## config.mk

```make
export PLATFORM = sky130hd
export DESIGN_NAME = mux_pipe_reg
export DESIGN_NICKNAME = d
export VERILOG_FILES = /design/src/rtl/mux_pipe_reg.sv
export SDC_FILE = /design/constraint.sdc
export NUM_CORES = 1
export LEC_CHECK = 0
export ABC_CLOCK_PERIOD_IN_PS = 2300
export CORE_MARGIN = 5
export CORE_UTILIZATION = 44
export CTS_BUF_LIST = sky130_fd_sc_hd__clkbuf_16
export DETAILED_ROUTE_END_ITERATION = 16
export PLACE_DENSITY = 0.88
export SYNTH_ARGS = -nofsm -noshare
export SYNTH_HDL_FRONTEND = slang
export SYNTH_SLANG_ARGS = --single-unit
export TNS_END_PERCENT = 30
```

## constraint.sdc

```tcl
create_clock -name clk -period 2.3 [get_ports clk]
set_input_delay 0.69 -clock clk [delete_from_list [all_inputs] [get_ports clk]]
set_output_delay 0.69 -clock clk [all_outputs]
set_load 0.02 [all_outputs]
```

## src/rtl/mux_pipe_reg.sv

```systemverilog
// mux_pipe_reg: N-input registered multiplexer with a valid/ready handshake.
// A one-beat skid buffer absorbs the beat that lands while the output is
// stalled. in_ready is a register, so upstream never sees a combinational
// path from out_ready. Illegal select codes produce zero data and set a
// sticky error flag.
module mux_pipe_reg #(
  parameter int WIDTH  = 5,
  parameter int NUM_IN = 4,
  parameter int SEL_W  = 2
) (
  input  logic                    clk,
  input  logic                    rst,
  input  logic [NUM_IN*WIDTH-1:0] in_data,
  input  logic [SEL_W-1:0]        in_sel,
  input  logic                    in_valid,
  output logic                    in_ready,
  output logic [WIDTH-1:0]        out_data,
  output logic [SEL_W-1:0]        out_sel,
  output logic                    out_valid,
  input  logic                    out_ready,
  output logic                    sel_err,
  input  logic                    err_clr
);

  // Pick the addressed input; codes beyond NUM_IN-1 yield zero.
  function automatic logic [WIDTH-1:0] select_beat(
    input logic [NUM_IN*WIDTH-1:0] d,
    input logic [SEL_W-1:0]        s
  );
    logic [WIDTH-1:0] r;
    r = '0;
    for (int i = 0; i < NUM_IN; i++) begin
      if (int'(s) == i) r = d[i*WIDTH +: WIDTH];
    end
    return r;
  endfunction

  // True when the select code does not address an existing input.
  function automatic logic sel_illegal(input logic [SEL_W-1:0] s);
    return int'(s) >= NUM_IN;
  endfunction

  logic [WIDTH-1:0] sel_data_p0;
  logic             sel_bad_p0;
  logic             accept_p0;
  logic             out_free;

  logic [WIDTH-1:0] skid_data_p1;
  logic [SEL_W-1:0] skid_sel_p1;
  logic             skid_full;

  logic             load_out_skid;
  logic             load_out_in;
  logic             load_skid;
  logic             skid_full_nxt;
  logic             out_valid_nxt;

  // ---- stage p0: input selection and acceptance ----
  assign sel_data_p0 = select_beat(in_data, in_sel);
  assign sel_bad_p0  = sel_illegal(in_sel);
  assign accept_p0   = in_valid && in_ready;
  assign out_free    = !out_valid || out_ready;

  // Route each beat: stalled output sends new beats to the skid; a freed
  // output drains the skid first so acceptance order is preserved.
  always_comb begin
    load_out_skid = 1'b0;
    load_out_in   = 1'b0;
    load_skid     = 1'b0;
    skid_full_nxt = skid_full;
    out_valid_nxt = out_valid;
    if (out_free) begin
      if (skid_full) begin
        load_out_skid = 1'b1;
        out_valid_nxt = 1'b1;
        load_skid     = accept_p0;
        skid_full_nxt = accept_p0;
      end else if (accept_p0) begin
        load_out_in   = 1'b1;
        out_valid_nxt = 1'b1;
        skid_full_nxt = 1'b0;
      end else begin
        out_valid_nxt = 1'b0;
        skid_full_nxt = 1'b0;
      end
    end else if (accept_p0) begin
      load_skid     = 1'b1;
      skid_full_nxt = 1'b1;
    end
  end

  // ---- stage p1: skid buffer and output register ----
  // Handshake state; in_ready mirrors the next skid occupancy.
  always_ff @(posedge clk or posedge rst) begin
    if (rst) begin
      skid_full <= 1'b0;
      in_ready  <= 1'b1;
      out_valid <= 1'b0;
    end else begin
      skid_full <= skid_full_nxt;
      in_ready  <= !skid_full_nxt;
      out_valid <= out_valid_nxt;
    end
  end

  // Skid payload; only meaningful while skid_full is set.
  always_ff @(posedge clk) begin
    if (load_skid) begin
      skid_data_p1 <= sel_data_p0;
      skid_sel_p1  <= in_sel;
    end
  end

  // Output payload; holds while the consumer stalls.
  always_ff @(posedge clk or posedge rst) begin
    if (rst) begin
      out_data <= '0;
      out_sel  <= '0;
    end else if (load_out_skid) begin
      out_data <= skid_data_p1;
      out_sel  <= skid_sel_p1;
    end else if (load_out_in) begin
      out_data <= sel_data_p0;
      out_sel  <= in_sel;
    end
  end

  // Sticky illegal-select flag; a new error beats a simultaneous clear.
  always_ff @(posedge clk or posedge rst) begin
    if (rst) begin
      sel_err <= 1'b0;
    end else if (accept_p0 && sel_bad_p0) begin
      sel_err <= 1'b1;
    end else if (err_clr) begin
      sel_err <= 1'b0;
    end
  end

endmodule
```

==> results of run 1 <==
==> registers in the layout, indices dropped and copies added, names as in the netlist <==
register	flops
skid_full	1
out_sel	2
out_valid	1
skid_sel_p1	2
skid_data_p1	5
in_ready	1
out_data	5
==> layout by cell type, fill, tap and decap left out <==
cell,Yosys,layout
dfrtp_1,9,9
buf_4,1,4
o21ai_0,1,1
nand2b_1,5,5
dfstp_2,1,1
nor2b_1,2,2
and2_1,1,1
edfxtp_1,7,7
inv_1,1,2
a2bb2oi_1,5,5
and3b_1,1,1
o31ai_1,4,4
a21oi_1,2,2
conb_1,1,1
mux4_2,1,1
a21boi_0,1,1
a31oi_1,2,2
or4_1,1,1
a21o_1,1,1
clkdlybuf4s50_1,0,34
mux4_1,4,4
o22a_1,1,1
nand3b_1,1,1
o21a_1,1,1
clkbuf_16,0,3
nor2_1,5,5
nand2_1,3,3
and3_1,1,1
==> power by group <==
part | switching (W) | internal (W) | leakage [nW]
Sequential | 0.000107 | 0.000447 | 0.177
Clock | 0.000108 | 0.000230 | 0.0423
Combinational | 0.000291 | 0.000333 | 0.304
==> critical path: cells and delay by family <==
family | cells | cell delay (ns)
mux | 1 | 0.59
compound gates | 2 | 0.39
buf+inv | 2 | 0.66
==> cell type report <==
class	count	share of cell area, %
Sequential cell	17	34.91
Multi-Input combinational cell	44	28.29
Timing Repair Buffer	38	28.00
Clock buffer	3	5.676
Tap cell	27	2.554
Clock inverter	1	0.2838
Inverter	1	0.2838
==> cell families after synthesis <==
group                  count (synthesis)  synth area share (%)
buffers and inverters                  6                 4.021
and+or+nand+nor                       20                 12.65
AOI/OAI and AO/OA                     18                 15.23
DFF                                   17                 53.02
other                                  1                0.4306
muxes                                  5                 14.65
==> metal layers <==
metal  vias up  global-route usage (%)  wire length [um]
met5         -                       0                 0
met4         0                   8.714                45
met3         4                   2.452               154
met2        37                   27.09               993
met1       330                   18.39               755
li1        332                       -                 -
==> path summary, 6_finish.rpt <==
check | from | endpoint | depth (start not counted)
setup / recovery | in_sel[0] | out_data[0]$_DFFE_PP0P_ | 5
hold / removal | out_sel[0]$_DFFE_PP0P_ | out_sel[0]$_DFFE_PP0P_ | 1
setup reg to reg | skid_full$_DFF_PP0_ | out_data[4]$_DFFE_PP0P_ | 2
hold reg to reg | out_sel[0]$_DFFE_PP0P_ | out_sel[0]$_DFFE_PP0P_ | 1
max in group asynchronous | rst | in_ready$_DFF_PP1_ | 2
min in group asynchronous | rst | out_sel[1]$_DFFE_PP0P_ | 2
==> metrics by stage <==
| step | util (%) | cells | power [W] | worst slack, ns |
|---|---|---|---|---|
| 2_1_floorplan | - | 67 | 0.0009028 | 0.3804 |
| 3_3_place_gp | 64.71 | 127 | 0.001147 | -0.08934 |
| 3_5_place_dp | 64.71 | 127 | 0.001175 | -0.1638 |
| 4_1_cts | 68.82 | 131 | 0.001526 | 0.08018 |
| 5_1_grt | 68.82 | 131 | 0.001614 | 0.007440 |
| 6_report | 68.82 | 131 | 0.001517 | 0.08874 |
==> flow_summary.toml, run 1 <==
[outcome]
outcome = "finished clean"

[clocking]
clock-sinks = 17
clkLatencyLatePin_ns = 0.25
clockBufferDepth = 2
cts_tree = "done"
ctsResizeCount = 0
cts_buffers = 3
cts_hold_buf = 0
postCtsSetupRepairBufs = 0
clk_pin_slew_ns = 0.05
root_buffer = "clkbuf_16"
ctsHtreeMaxLevel = 1

[yosys]
syn_avg_cell_area_sq_um = 13.00
synth_cell_types = 30
ys_async_sr_fraction_pct = 58.82
synth_top_area_share_pct = 25.86
syn_nets = 94
ys_warn_count = 0
synthTopCellsByCount = "9 x dfrtp_1, 7 x edfxtp_1, 5 x a2bb2oi_1, 5 x nand2b_1, 5 x nor2_1"
yosys_register_bits = 17
synthFlopType = "dfrtp_1"
synth.most_common_cell = "dfrtp_1"
yosys.area.top_type = "dfrtp_1"
synth.cell_area_sq_um = 870.8
synth_cells = 67
synthTopCellsByArea = "dfrtp_1 26%, edfxtp_1 24%, mux4_1 12%"
ys_seq_area_share_pct = 53.02
synth_edf_count = 7

[route]
antenna_left = 0
drc = 0
firstDrtPassIters = 4
wire_per_inst_um = 14.88
via_count = 703
via_per_inst = 5.366
wl_um = 1949
drtIter0Drc = 9

[sta]
period_share_pct = 96.14
maxSlewViolCount = 0
worst_hold_slack_ns = 0.4886
finClkSkew_ns = 0.002036
setup_tns_ns = 0
worst_slew_pin_slew_ns = 0.5484
period_needed_ns = 2.211
slew_headroom_pct = 63.44
grt_setup_unrepaired = "false"
finalHoldViolCount = 0
setup_viol = 0
fmax_mhz = 452.2

[die]
dieArea_sq_um = 2969
ios = 37
core_area_sq_um = 1922
die_x_um = 54.49
start_util_pct = 45.31
dieHeight_um = 54.49
rows = 16

[critical_path]
end_kind = "register"
cp_slowest_cell = "mux4_1"
cpPeakStageDelay_ns = 0.59
crit_type = "primary input to register"
path_max_fanout = 6
ff2ff_setup_slack_ns = 0.84
crit_required_ns = 2.41
critical_path_arrival_ns = 2.32
path_cells = "clkdlybuf4s50_1 -> buf_4 -> mux4_1 -> o31ai_1 -> a2bb2oi_1"
startpoint_type = "primary input"

[global_route]
grt_pass1_vias = 702
grt_pass1_wl_um = 3194
antenna_found_initial = 0
overflow = 0
grt_usage_pct = 15.67
grt_max_degree = 20

[pwr]
leakage_nw = 0.5231
vdd_drop_max_v = 0.0006242
power_density_nw_per_um2 = 1147

[finish]
num-nets-final = 132
seqCellArea_sq_um = 461.7
multiInputGateArea_sq_um = 374.1
final_area_sq_um = 1323
fillerInstances = 139
layout-area-overhead-vs-synth_pct = 51.87
n_antenna_cell = 0
layout-drive-gt1-share_pct = 8.654

[hold_path]
min_path_type = "register to register"

[placed_design]
dp_hpwl_um = 1551
port_buffers = 34
place.gp.congestion = 0.7757
place_area_sq_um = 1244

[job]
cap_violations = 0
Power figures use the tool's default switching activity.
==> run 2, diff against run 1 <==
ABC_CLOCK_PERIOD_IN_PS = 2800   (was 2300)
clock period = 2.8 ns   (was 2.3 ns; I/O delays follow)
==> run 2 against run 1 <==
Effect of this change:
- non-clock buffer count shrank 2
- flip-flop and latch count unchanged
- highest routed layer unchanged
- largest power group unchanged
- largest cell class unchanged
- setup slack better by 0.38 ns
- critical path depth is the same
==> flow_summary.toml, run 2 (synthesis results as in run 1) <==
[job]
cap_violations = 0

[pwr]
seqPwrFrac_pct = 36.5
switchingPower_w = 0.0004214
p_clk_share_pct = 23.3
pwr-share-comb_pct = 40.2
power.share.switching_pct = 33.91
intPower_w = 0.0008215
power_density_nw_per_um2 = 949.7
total_power_w = 0.001243
leakage_nw = 0.5118
vdd_drop_max_v = 0.0006601

[global_route]
grt_pass1_vias = 725
grt_usage_pct = 15.96
antenna_found_initial = 0
grt_pass1_wl_um = 3215
grt_max_degree = 20
overflow = 0

[clocking]
clockBufferDepth = 2
ctsHtreeMaxLevel = 1
postCtsSetupRepairBufs = 0
clk_pin_slew_ns = 0.05
cts_buffers = 3
clock-sinks = 17
cts_hold_buf = 0
clkLatencyLatePin_ns = 0.25
root_buffer = "clkbuf_16"
ctsResizeCount = 0
cts_tree = "done"

[sta]
setup_viol = 0
period_share_pct = 83.37
setup_tns_ns = 0
finClkSkew_ns = 0.003171
grt_setup_unrepaired = "false"
slew_headroom_pct = 64.63
maxSlewViolCount = 0
worst_hold_slack_ns = 0.4900
finalHoldViolCount = 0
worst_slew_pin_slew_ns = 0.5306
fmax_mhz = 428.4
period_needed_ns = 2.334

[die]
die_x_um = 54.49
dieArea_sq_um = 2969
dieHeight_um = 54.49
core_area_sq_um = 1922
start_util_pct = 45.31
ios = 37
rows = 16

[finish]
final_area_sq_um = 1309
num-nets-final = 130
final_common_cell = "clkdlybuf4s50_1"
layout-area-overhead-vs-synth_pct = 50.29
layout-drive-gt1-share_pct = 7.843
largestRegisters = "out_data x5, skid_data_p1 x5"
mostFrequentLayoutCells = "34 x clkdlybuf4s50_1, 9 x dfrtp_1, 7 x edfxtp_1"
finish.utilization_pct = 68.10
n_antenna_cell = 0

[route]
firstDrtPassIters = 4
drtIter0Drc = 20
via_count = 689
wire_per_inst_um = 14.95
via_per_inst = 5.341
drc = 0
wl_um = 1929
antenna_left = 0

[critical_path]
end_kind = "register"
path_max_fanout = 6
critical_path_arrival_ns = 2.45
crit_type = "primary input to register"
crit_required_ns = 2.92
startpoint_type = "primary input"

[outcome]
outcome = "finished clean"

[placed_design]
place_area_sq_um = 1229
dp_hpwl_um = 1555
port_buffers = 34
place.gp.congestion = 0.7516

[hold_path]
min_path_type = "register to register"
run 2: cell types whose count changed in the layout (fill, tap and decap cells not counted), sizes merged:
| cell | delta |
|---|---|
| clkinv | +1 |
| buf | -2 |
| inv | -1 |
run 2: critical path, cell delays in order:
cell and delay, ns:
clkdlybuf4s50_1 0.50, buf_4 0.16, mux4_1 0.60, o31ai_1 0.25, a2bb2oi_1 0.10
run 2: per-layer routing:
metal | vias up | GRT usage [%] | part of all wire (%)
met2 | 38 | 27.29 | 49
met3 | 5 | 3.815 | 8.1
met5 | - | 0 | 0
li1 | 328 | - | -
met1 | 318 | 18.21 | 40
met4 | 0 | 8.714 | 2.6
run 2: cell type report:
class                           count  area (sq um)
Sequential cell                    17         461.7
Timing Repair Buffer               36         355.3
Fill cell                         150         613.1
Tap cell                           27         33.78
Clock inverter                      1         5.005
Clock buffer                        3         75.07
Inverter                            1         3.754
Multi-Input combinational cell     44         374.1
run 2: stage by stage:
step	instances	setup WS [ns]
floorplan	67	0.7304
global placement	125	0.2574
detailed placement	125	0.2087
CTS	129	0.4655
global route	129	0.3559
finish	129	0.4658
run 2: power groups by stage:
| stage | Sequential (W) | Combinational, W | Clock, W |
|---|---|---|---|
| 2_1_floorplan | 0.000491 | 0.000250 | 0 |
| 3_3_place_gp | 0.000445 | 0.000484 | 0 |
| 3_5_place_dp | 0.000454 | 0.000501 | 0 |
| 4_1_cts | 0.000453 | 0.000505 | 0.000290 |
| 5_1_grt | 0.000469 | 0.000550 | 0.000297 |
| 6_report | 0.000454 | 0.000499 | 0.000290 |
run 2: worst paths after layout:
| check | start | end | slack [ns] | depth (start not counted) |
|---|---|---|---|---|
| min in group asynchronous | rst | out_sel[1]$_DFFE_PP0P_ | 0.87 | 2 |
| hold reg to reg | skid_sel_p1[1]$_DFFE_PP_ | out_sel[1]$_DFFE_PP0P_ | 0.49 | 2 |
| max in group asynchronous | rst | in_ready$_DFF_PP1_ | 1.62 | 2 |
| setup / recovery | in_sel[0] | out_data[1]$_DFFE_PP0P_ | 0.47 | 5 |
| hold / removal | skid_sel_p1[1]$_DFFE_PP_ | out_sel[1]$_DFFE_PP0P_ | 0.49 | 2 |
| setup reg to reg | in_ready$_DFF_PP1_ | skid_sel_p1[1]$_DFFE_PP_ | 1.20 | 2 |
==> run 3, diff against run 2 <==
ABC_CLOCK_PERIOD_IN_PS = 2200   (was 2800)
CORE_UTILIZATION = 41   (was 44)
PLACE_DENSITY = 0.83   (was 0.88)
clock period = 2.2 ns   (was 2.8 ns; I/O delays follow)
==> run 3 against run 2 <==
Effect of this change:
- critical path type unchanged
- critical path depth unchanged
- highest routed layer unchanged
- die area is 6.0% higher
- first-iteration DRC count down 40%
- setup slack worse by 0.43 ns
- non-clock buffer count grew 3
==> flow_summary.toml, run 3 (synthesis results as in run 1) <==
[route]
via_per_inst = 5.409
wire_per_inst_um = 15.11
drc = 0
wl_um = 1994
drtIter0Drc = 12
via_count = 714
antenna_left = 0
firstDrtPassIters = 4

[global_route]
overflow = 0
antenna_found_initial = 0
grt_max_degree = 20
grt_pass1_vias = 684
grt_usage_pct = 13.52
grt_pass1_wl_um = 3180

[pwr]
vdd_drop_max_v = 0.0005915
seqPwrFrac_pct = 36.3
leakage_nw = 0.5277
power_density_nw_per_um2 = 1194
power.share.switching_pct = 33.02
switchingPower_w = 0.0005244
p_clk_share_pct = 22.6
total_power_w = 0.001588
pwr-share-comb_pct = 41.1
intPower_w = 0.001064

[clocking]
clockBufferDepth = 2
cts_buffers = 3
cts_tree = "done"
clk_pin_slew_ns = 0.05
clkLatencyLatePin_ns = 0.25
postCtsSetupRepairBufs = 0
ctsResizeCount = 0
cts_hold_buf = 0
ctsHtreeMaxLevel = 1
clock-sinks = 17
root_buffer = "clkbuf_16"

[finish]
layout-area-overhead-vs-synth_pct = 52.73
final_common_cell = "clkdlybuf4s50_1"
layout-drive-gt1-share_pct = 9.524
mostFrequentLayoutCells = "34 x clkdlybuf4s50_1, 9 x dfrtp_1, 7 x edfxtp_1"
largestRegisters = "out_data x5, skid_data_p1 x5"
n_antenna_cell = 0
num-nets-final = 133

[sta]
maxSlewViolCount = 0
slew_headroom_pct = 65.33
setup_tns_ns = 0
period_needed_ns = 2.168
grt_setup_unrepaired = "true"
worst_hold_slack_ns = 0.4897
setup_viol = 0
finalHoldViolCount = 0
worst_slew_pin_slew_ns = 0.5201
period_share_pct = 98.53
finClkSkew_ns = 0.004725
fmax_mhz = 461.3

[placed_design]
port_buffers = 34
place.gp.congestion = 0.8077
dp_hpwl_um = 1632

[die]
dieHeight_um = 56.09
die_x_um = 56.09
core_area_sq_um = 2002
start_util_pct = 43.50
ios = 37
rows = 16
dieArea_sq_um = 3146

[hold_path]
min_path_type = "register to register"
worst_hold_path.num_cells = 1

[outcome]
outcome = "finished clean"

[critical_path]
path_max_fanout = 6
startpoint_type = "primary input"
critical_path_arrival_ns = 2.27
crit_type = "primary input to register"
crit_required_ns = 2.31
r2r_cells = 2
end_kind = "register"

[job]
cap_violations = 0
run 3: changes by cell type in the layout (fill, tap and decap cells not counted), sizes merged:
cell | before | now
buf | 2 | 5
clkinv | 1 | 0
inv | 1 | 2
run 3: through the flow:
| stage | util [%] | worst slack (ns) | instance area (sq um) | instances |
|---|---|---|---|---|
| final | 66.44 | 0.03229 | 1330 | 132 |
| after global routing | 66.44 | -0.03902 | 1330 | 132 |
| after CTS | 66.44 | 0.02333 | 1330 | 132 |
| after detailed placement | 62.50 | -0.2206 | 1251 | 128 |
| after global placement | 62.50 | -0.1798 | 1251 | 128 |
| after floorplan | - | 0.3104 | 870.8 | 67 |
run 3: routing by layer:
metal | share of wire, % | GRT usage [%] | wire, um
met3 | 8.7 | 4.872 | 174
met1 | 39 | 15.10 | 787
met2 | 49 | 20.87 | 969
met4 | 3.2 | 10.17 | 63
met5 | 0 | 0 | 0
run 3: worst max-delay path, cell delays in order:
cell and delay [ns]:
clkdlybuf4s50_1 0.49, buf_4 0.16, mux4_1 0.58, o31ai_1 0.27, a2bb2oi_1 0.11
run 3: power groups by stage:
stage | Combinational, W | Clock (W) | Sequential [W]
after floorplan | 0.000318 | 0 | 0.000625
after global placement | 0.000640 | 0 | 0.000568
after detailed placement | 0.000659 | 0 | 0.000581
after CTS | 0.000661 | 0.000361 | 0.000576
after global routing | 0.000701 | 0.000374 | 0.000592
final | 0.000653 | 0.000358 | 0.000577
run 3: cell type report:
| class | count | area [sq um] |
|---|---|---|
| clock buffers | 3 | 75.07 |
| clock inverters | 1 | 3.754 |
| fillers | 149 | 671.9 |
| inverters | 1 | 3.754 |
| multi-input cells | 44 | 374.1 |
| flip-flops and latches | 17 | 461.7 |
| well taps | 27 | 33.78 |
| repair buffers | 39 | 377.9 |
run 3: path summary, 6_finish.rpt:
| kind | to | slack, ns | start |
|---|---|---|---|
| max reg2reg | out_data[4]$_DFFE_PP0P_ | 0.79 | skid_full$_DFF_PP0_ |
| max in group asynchronous | in_ready$_DFF_PP1_ | 1.20 | rst |
| min | out_sel[0]$_DFFE_PP0P_ | 0.49 | out_sel[0]$_DFFE_PP0P_ |
| min reg2reg | out_sel[0]$_DFFE_PP0P_ | 0.49 | out_sel[0]$_DFFE_PP0P_ |
| min in group asynchronous | out_data[4]$_DFFE_PP0P_ | 0.69 | rst |
| max | out_data[1]$_DFFE_PP0P_ | 0.03 | in_sel[0] |
